===== src/rtl/cordic_vector_pipe.sv =====
// cordic_vector_pipe: fully pipelined CORDIC vectoring, signed (ix,iy) -> magnitude and 0..360 deg angle.
// All registers, including the valid chain, advance only when ien is high; optional K-compensation stage.
module cordic_vector_pipe #(
    parameter int W         = 16,
    parameter int ITER      = 12,
    parameter int ANG_FRAC  = 6,
    parameter int GAIN_COMP = 1
) (
    input  logic                iclk,
    input  logic                ireset,
    input  logic                ien,
    input  logic                ivalid,
    input  logic [W-1:0]        ix,
    input  logic [W-1:0]        iy,
    output logic                ovalid,
    output logic [W:0]          omag,
    output logic [8+ANG_FRAC:0] oang
);
    localparam int DW  = W + 2;
    localparam int ZW  = ANG_FRAC + 11;
    localparam int AW  = ANG_FRAC + 9;
    localparam int RSH = 16 - ANG_FRAC;
    localparam logic [31:0] RND = (32'd1 << RSH) >> 1;
    localparam logic signed [ZW-1:0] DEG90  = ZW'(90 * (2 ** ANG_FRAC));
    localparam logic signed [ZW-1:0] DEG180 = ZW'(180 * (2 ** ANG_FRAC));
    localparam logic signed [ZW-1:0] DEG270 = ZW'(270 * (2 ** ANG_FRAC));
    localparam logic signed [ZW-1:0] DEG360 = ZW'(360 * (2 ** ANG_FRAC));

    // atan(2^-i) in degrees, Q.16
    function automatic logic [31:0] atan_q16(input int unsigned i);
        case (i)
            0:       atan_q16 = 32'd2949120;
            1:       atan_q16 = 32'd1740967;
            2:       atan_q16 = 32'd919879;
            3:       atan_q16 = 32'd466945;
            4:       atan_q16 = 32'd234379;
            5:       atan_q16 = 32'd117304;
            6:       atan_q16 = 32'd58666;
            7:       atan_q16 = 32'd29335;
            8:       atan_q16 = 32'd14668;
            9:       atan_q16 = 32'd7334;
            10:      atan_q16 = 32'd3667;
            11:      atan_q16 = 32'd1833;
            12:      atan_q16 = 32'd917;
            13:      atan_q16 = 32'd458;
            14:      atan_q16 = 32'd229;
            15:      atan_q16 = 32'd115;
            default: atan_q16 = 32'd0;
        endcase
    endfunction

    function automatic logic signed [ZW-1:0] atan_step(input int unsigned i);
        return ZW'((atan_q16(i) + RND) >> RSH);
    endfunction

    logic signed [DW-1:0] xs [0:ITER];
    logic signed [DW-1:0] ys [0:ITER];
    logic signed [ZW-1:0] zs [0:ITER];
    logic [1:0]           quad [0:ITER];
    logic [ITER:0]        vld, flip, zero, axis;

    logic signed [DW-1:0] sx, sy;
    logic [1:0]           quad_in;
    logic                 axis_in;

    // Pure-axis inputs bypass the CORDIC angle so they land exactly on 0/90/180/270
    always_comb begin
        sx      = {{2{ix[W-1]}}, ix};
        sy      = {{2{iy[W-1]}}, iy};
        axis_in = (ix == '0) != (iy == '0);
        if (iy == '0) quad_in = ix[W-1] ? 2'd2 : 2'd0;
        else          quad_in = iy[W-1] ? 2'd3 : 2'd1;
    end

    always_ff @(posedge iclk or posedge ireset) begin
        if (ireset) begin
            for (int unsigned k = 0; k <= ITER; k++) begin
                xs[k]   <= '0;
                ys[k]   <= '0;
                zs[k]   <= '0;
                quad[k] <= '0;
            end
            vld  <= '0;
            flip <= '0;
            zero <= '0;
            axis <= '0;
        end else if (ien) begin
            xs[0]   <= ix[W-1] ? -sx : sx;
            ys[0]   <= ix[W-1] ? -sy : sy;
            zs[0]   <= '0;
            quad[0] <= quad_in;
            vld[0]  <= ivalid;
            flip[0] <= ix[W-1];
            zero[0] <= (ix == '0) && (iy == '0);
            axis[0] <= axis_in;
            for (int unsigned k = 0; k < ITER; k++) begin
                if (!ys[k][DW-1]) begin
                    xs[k+1] <= xs[k] + (ys[k] >>> k);
                    ys[k+1] <= ys[k] - (xs[k] >>> k);
                    zs[k+1] <= zs[k] + atan_step(k);
                end else begin
                    xs[k+1] <= xs[k] - (ys[k] >>> k);
                    ys[k+1] <= ys[k] + (xs[k] >>> k);
                    zs[k+1] <= zs[k] - atan_step(k);
                end
                quad[k+1] <= quad[k];
                vld[k+1]  <= vld[k];
                flip[k+1] <= flip[k];
                zero[k+1] <= zero[k];
                axis[k+1] <= axis[k];
            end
        end
    end

    logic signed [ZW-1:0] a_sum, a_wrap;
    logic [AW-1:0]        ang_n;
    logic [DW-1:0]        x_n;

    always_comb begin
        a_sum  = zs[ITER] + (flip[ITER] ? DEG180 : '0);
        a_wrap = a_sum[ZW-1] ? a_sum + DEG360 : a_sum;
        if (zero[ITER]) begin
            ang_n = '0;
        end else if (axis[ITER]) begin
            case (quad[ITER])
                2'd0:    ang_n = '0;
                2'd1:    ang_n = AW'(DEG90);
                2'd2:    ang_n = AW'(DEG180);
                default: ang_n = AW'(DEG270);
            endcase
        end else begin
            ang_n = AW'(a_wrap);
        end
        x_n = (zero[ITER] || xs[ITER][DW-1]) ? '0 : xs[ITER];
    end

    if (GAIN_COMP != 0) begin : g_gain
        logic [AW-1:0]  ang_s;
        logic [DW-1:0]  x_s;
        logic           vld_s;
        logic [DW+15:0] prod;
        logic [DW-1:0]  scaled;
        logic [W:0]     mag_n;
        logic           unused_lsb;

        always_comb begin
            prod   = (DW+16)'(x_s) * (DW+16)'(16'h9B75) + (DW+16)'(32'h8000);
            scaled = prod[DW+15:16];
            mag_n  = (|scaled[DW-1:W+1]) ? '1 : scaled[W:0];
        end
        assign unused_lsb = ^prod[15:0];

        always_ff @(posedge iclk or posedge ireset) begin
            if (ireset) begin
                ang_s  <= '0;
                x_s    <= '0;
                vld_s  <= 1'b0;
                ovalid <= 1'b0;
                oang   <= '0;
                omag   <= '0;
            end else if (ien) begin
                ang_s  <= ang_n;
                x_s    <= x_n;
                vld_s  <= vld[ITER];
                ovalid <= vld_s;
                oang   <= ang_s;
                omag   <= mag_n;
            end
        end
    end else begin : g_raw
        logic unused_hi;
        assign unused_hi = ^x_n[DW-1:W+1];

        always_ff @(posedge iclk or posedge ireset) begin
            if (ireset) begin
                ovalid <= 1'b0;
                oang   <= '0;
                omag   <= '0;
            end else if (ien) begin
                ovalid <= vld[ITER];
                oang   <= ang_n;
                omag   <= x_n[W:0];
            end
        end
    end
endmodule

===== config.mk =====
export PLATFORM = sky130hd
export DESIGN_NAME = cordic_vector_pipe
export DESIGN_NICKNAME = d
export VERILOG_FILES = /design/src/rtl/cordic_vector_pipe.sv
export SDC_FILE = /design/constraint.sdc
export NUM_CORES = 2
export LEC_CHECK = 0
export BUFFER_PORTS_ARGS = -buffer_cell sky130_fd_sc_hd__buf_2
export CORE_MARGIN = 4
export CORE_UTILIZATION = 60
export CTS_BUF_LIST = sky130_fd_sc_hd__clkbuf_16
export DETAILED_ROUTE_END_ITERATION = 12
export PLACE_DENSITY = 0.76
export SLEW_MARGIN = 20
export SYNTH_ARGS = -nofsm -noshare
export SYNTH_HDL_FRONTEND = slang
export SYNTH_SLANG_ARGS = --single-unit

===== constraint.sdc =====
create_clock -name iclk -period 39.1 [get_ports iclk]
set_clock_uncertainty 0.15 [all_clocks]
set_input_delay 5.865 -clock iclk [delete_from_list [all_inputs] [get_ports iclk]]
set_output_delay 5.865 -clock iclk [all_outputs]
set_load 0.05 [all_outputs]

# == After elaboration in Yosys (flattened, before gate mapping) ==
# Cells that the tools add are included.
# word_totals
input_bits,36
register_bits,799
mem_bits_ro,0
mem_bits_rw,0
latchBits,0
memories,0
out_inout_bits,33
elab_cells,261
# classes
bitwise,0
n_eq_ne,3
n_div,0
reduce_logical,5
muxes,95
n_mul,1
shifts,0
magnitude_cmp,0
addsub,97
# ops
cell,count
two-way mux 27 bit,48
"adder 27 x 10 -> 27 bit, second input constant",24
two-way mux 18 bit,26
two-way mux 17 bit,13
adder 17 bit,11
subtractor 17 bit,11
two-way mux 15 bit,3
case mux 15 bit (3 select lines),1
adder 18 x 10 -> 18 bit,2
adder 18 x 11 -> 18 bit,2
adder 18 x 12 -> 18 bit,2
adder 18 x 13 -> 18 bit,2
adder 18 x 14 -> 18 bit,2
adder 18 x 15 -> 18 bit,2
adder 18 x 16 -> 18 bit,2
adder 18 x 17 -> 18 bit,2
adder 18 x 8 -> 18 bit,2
adder 18 x 9 -> 18 bit,2
negation 16 -> 18 bit,2
subtractor 18 x 10 -> 18 bit,2
subtractor 18 x 11 -> 18 bit,2
subtractor 18 x 12 -> 18 bit,2
subtractor 18 x 13 -> 18 bit,2
subtractor 18 x 14 -> 18 bit,2
23 further kinds,32

# == Depth between registers and ports, before layout ==
# depth
ltp_word,6
mapped_depth,23
ltp_nobuf,22

# == Worst setup path after synthesis ==
# OpenSTA, ideal clock, no wires.
# synth_path
path_kind,input port to flip-flop
from,input iy[2]
to,register axis[0]
setup_ns,0.125
slack_ns,31.041
n_path_buf,0
arrival_ns,7.784
stages,7
cell_sequence,nor3_1 -> nor3b_1 -> nand3_1 -> or4_1 -> nor4_2 -> ha_1 -> mux2_2
# synth_between
elab_chain_cells,2
# synth_lines
item,line,text
"start, declared",14,"input logic [W-1:0] iy,"
logical NOT 16 bit,70,axis_in = (ix == '0) != (iy == '0);
inequality test 1 bit,70,
via axis_in,64,logic axis_in;
"end signal, assigned",95,axis[0] <= axis_in;
"end signal, assigned by index",110,axis[k+1] <= axis[k];
"end, declared",60,"logic [ITER:0] vld, flip, zero, axis;"
# The timed path passes the listed nets, and every way through them passes these cells.
# A chain may end at the register's enable or synchronous reset.

==> qor.yml <==
outcome:
  status: "complete, no violations"
floorplanning:
  fp-row-count: 119
  core-area_um2: 105000
  initial_utilization: 0.604
  die_y_um: 334
  ios: 69
  die_w_um: 334
  design.die.area_um2: 111000
synth:
  yosys.cell_types.count: 99
  syn-cell-area_um2: 63700
  synth_flop_cell: "dfrtp_1"
  synth.ff_latch_count: 765
  synth_edf_count: 0
  syn_inst: 6852
  ys_warn_count: 0
  synth_top_area_frac: 0.300
  synth_top_area_cell: "dfrtp_1"
  synth_area_leaders: "dfrtp_1, ha_1, mux2_2"
  synth-async-reset-ratio: 1.00
  synth_nets: 7762
  postSynthAreaPerCell_um2: 9.30
  ys_seq_area_frac: 0.300
worst_setup_path:
  cp_num_cells: 9
  r2r_slack_ns: 32.17
  critPathBufInv: 4
  cp_slowest_stage_delay_ns: 0.86
  slowest_stage: "buf_4"
  cp_cell_sequence: "buf_8 -> buf_4 -> buf_4 -> buf_4 -> nand2_1 -> nor3_1 -> a31oi_1 -> a21boi_0 -> nand3_1"
  critPathKind: "in2reg"
  r2r_start: "g_gain.x_s[6]"
  crit_end: "zs[166]"
  crit_family: "buffers and inverters"
  cp.arrival_ns: 9.54
  reg2reg_to: "omag[15]"
  cpMostUsedCell: "buf_4"
  cp-startpoint: "ien"
  cp.required_ns: 39.55
  cp-start-kind: "input pin"
  ff2ff_path_depth: 22
  endpoint_kind: "flop"
  worst-path-max-fanout: 101
routing:
  drcViolationCount: 0
  detail_route.iter0.violations: 3072
  viasPerCell: 5.96
  wl_per_cell_um: 17.3
  ant_nets: 0
  drt_first_pass_iters: 5
  drt_wl_total_um: 143000
  num_vias: 49500
placement:
  hpwlAfterDp_um: 107000
  gp_congestion: 0.886
  numPortBuffers: 68
sta:
  fin_tns_setup_ns: 0
  relSlewSlack: 0.289
  worst_pin_slew_ns: 1.06
  finalCriticalPeriod_ns: 9.08
  setup_violations: 0
  finalHoldViolCount: 0
  rsz0062_at_grt: "no"
  post-route-period-util: 0.232
  drv_slew: 0
  fmax_ghz: 0.110
cts:
  cts_made_buffers: 89
  cts_root_buf: "clkbuf_16"
  htreeDepth: 3
  clock_sinks: 765
  cts_max_path_buffers: 3
  tritoncts: "done"
  path_clk_slew_ns: 0.06
  clkLatencyLatePin_ns: 0.69
  cts_hold_buffers: 0
  cts_resized: 0
  post_cts_buffers: 0
layout:
  final_cell_mix: "dfrtp_1, ha_1, nor2_1, a21oi_1, inv_1"
  final_common_cell: "dfrtp_1"
  fin_nets: 7744
  area_growth_syn_to_layout_pct: 7.06
  antenna_cells: 0
  drive_gt1_frac: 0.106
  fill_cells: 8583
global_routing:
  track_usage: 0.256
  grt_max_degree: 186
  grt_overflow: 0
  grt_pass1_wl_um: 243000
  antenna_found_initial: 0
  first_global_vias: 49700
worst_hold_path:
  hold_path.class: "reg2reg"
run:
  cap_violations: 0
synthesized netlist by cell type (all sizes together), types with 27 or more instances:
| master | n |
|---|---|
| inv | 495 |
| mux2 | 408 |
| xor2 | 214 |
| o21ai | 310 |
| o21a | 61 |
| a21oi | 542 |
| a21o | 189 |
| nand2 | 400 |
| xnor2 | 439 |
| or3 | 65 |
| dfrtp | 765 |
| nor2 | 633 |
| a31o | 27 |
| fa | 154 |
| nor2b | 62 |
| o21bai | 61 |
| buf | 44 |
| nand3 | 110 |
| ha | 720 |
| clkbuf | 164 |
| and3 | 59 |
| a31oi | 82 |
| nor4 | 49 |
| mux2i | 50 |
| nand2b | 52 |
| a211oi | 52 |
| nor3 | 189 |
| o31ai | 60 |
| o211ai | 27 |
worst register-to-register path, stage by stage, from the launching register on:
cell and delay (ns):
dfrtp_1 0.59, inv_1 0.23, fa_1 0.55, fa_1 0.51
inv_1 0.06, fa_1 0.50, inv_1 0.05, fa_1 0.47
inv_1 0.05, fa_1 0.53, inv_1 0.06, fa_1 0.52
inv_1 0.04, ha_1 0.28, nand2_1 0.09, o211ai_1 0.20
a221oi_2 0.16, o311ai_4 0.49, nand4_1 0.20, a21oi_1 0.19
xor2_1 0.36, inv_2 0.31, a31oi_1 0.25
cell type report:
| class | count | area, um2 | share of cell area |
|---|---|---|---|
| multi-input cells | 5383 | 41900 | 0.614 |
| flip-flops and latches | 765 | 19100 | 0.281 |
| clock buffers | 90 | 2250 | 0.0330 |
| inverters | 496 | 1880 | 0.0275 |
| well taps | 1391 | 1740 | 0.0255 |
| clock inverters | 75 | 679 | 0.00996 |
| repair buffers | 99 | 612 | 0.00897 |
cell families after synthesis:
logic type / share of synthesized area
mux: 0.0800
simple gates: 0.130
flops: 0.300
buf+inv: 0.0418
xor+xnor: 0.0898
compound gates: 0.168
fa+ha+maj: 0.190
layer usage:
metal	wire length [um]	up-vias	global-route usage
met2	70400	853	0.448
li1	-	24300	-
met1	64600	24100	0.340
met4	3400	0	0.0659
met3	4950	250	0.0285
met5	0	-	0
flip-flops by register name, indices dropped and copies added (netlist names):
name and cells:
vld 13, ovalid 1, zero 13, g_gain.ang_s 15, zs 182, quad 26
g_gain.vld_s 1, g_gain.x_s 18, axis 13, flip 13, ys 205, omag 17
oang 15, xs 233
how the worst min path moves through the flow:
stage	endpoint	from	cells after the start	slack (ns)
finish	quad[1]	quad[3]	2	0.33
global route	g_gain.x_s[3]	xs[3]	2	0.35
CTS	xs[13]	xs[13]	1	0.33
detailed placement	quad[1]	quad[3]	2	0.32
global placement	quad[0]	quad[2]	2	0.31
floorplan	zs[1]	zs[18]	1	0.29
per-stage QoR:
step | setup slack, ns | hold slack, ns | utilization | instance area, um2 | cells
floorplan | 11.61 | 0.293 | - | 63700 | 6852
global placement | 29.49 | 0.310 | 0.619 | 65300 | 8134
detailed placement | 29.43 | 0.316 | 0.619 | 65300 | 8134
CTS | 30.15 | 0.332 | 0.647 | 68200 | 8299
global route | 29.77 | 0.352 | 0.647 | 68200 | 8299
finish | 30.02 | 0.328 | 0.647 | 68200 | 8299
Power is left out: the tool's default activity adds up to more than one toggle a clock period on the data nets, which glitch-free logic cannot reach.
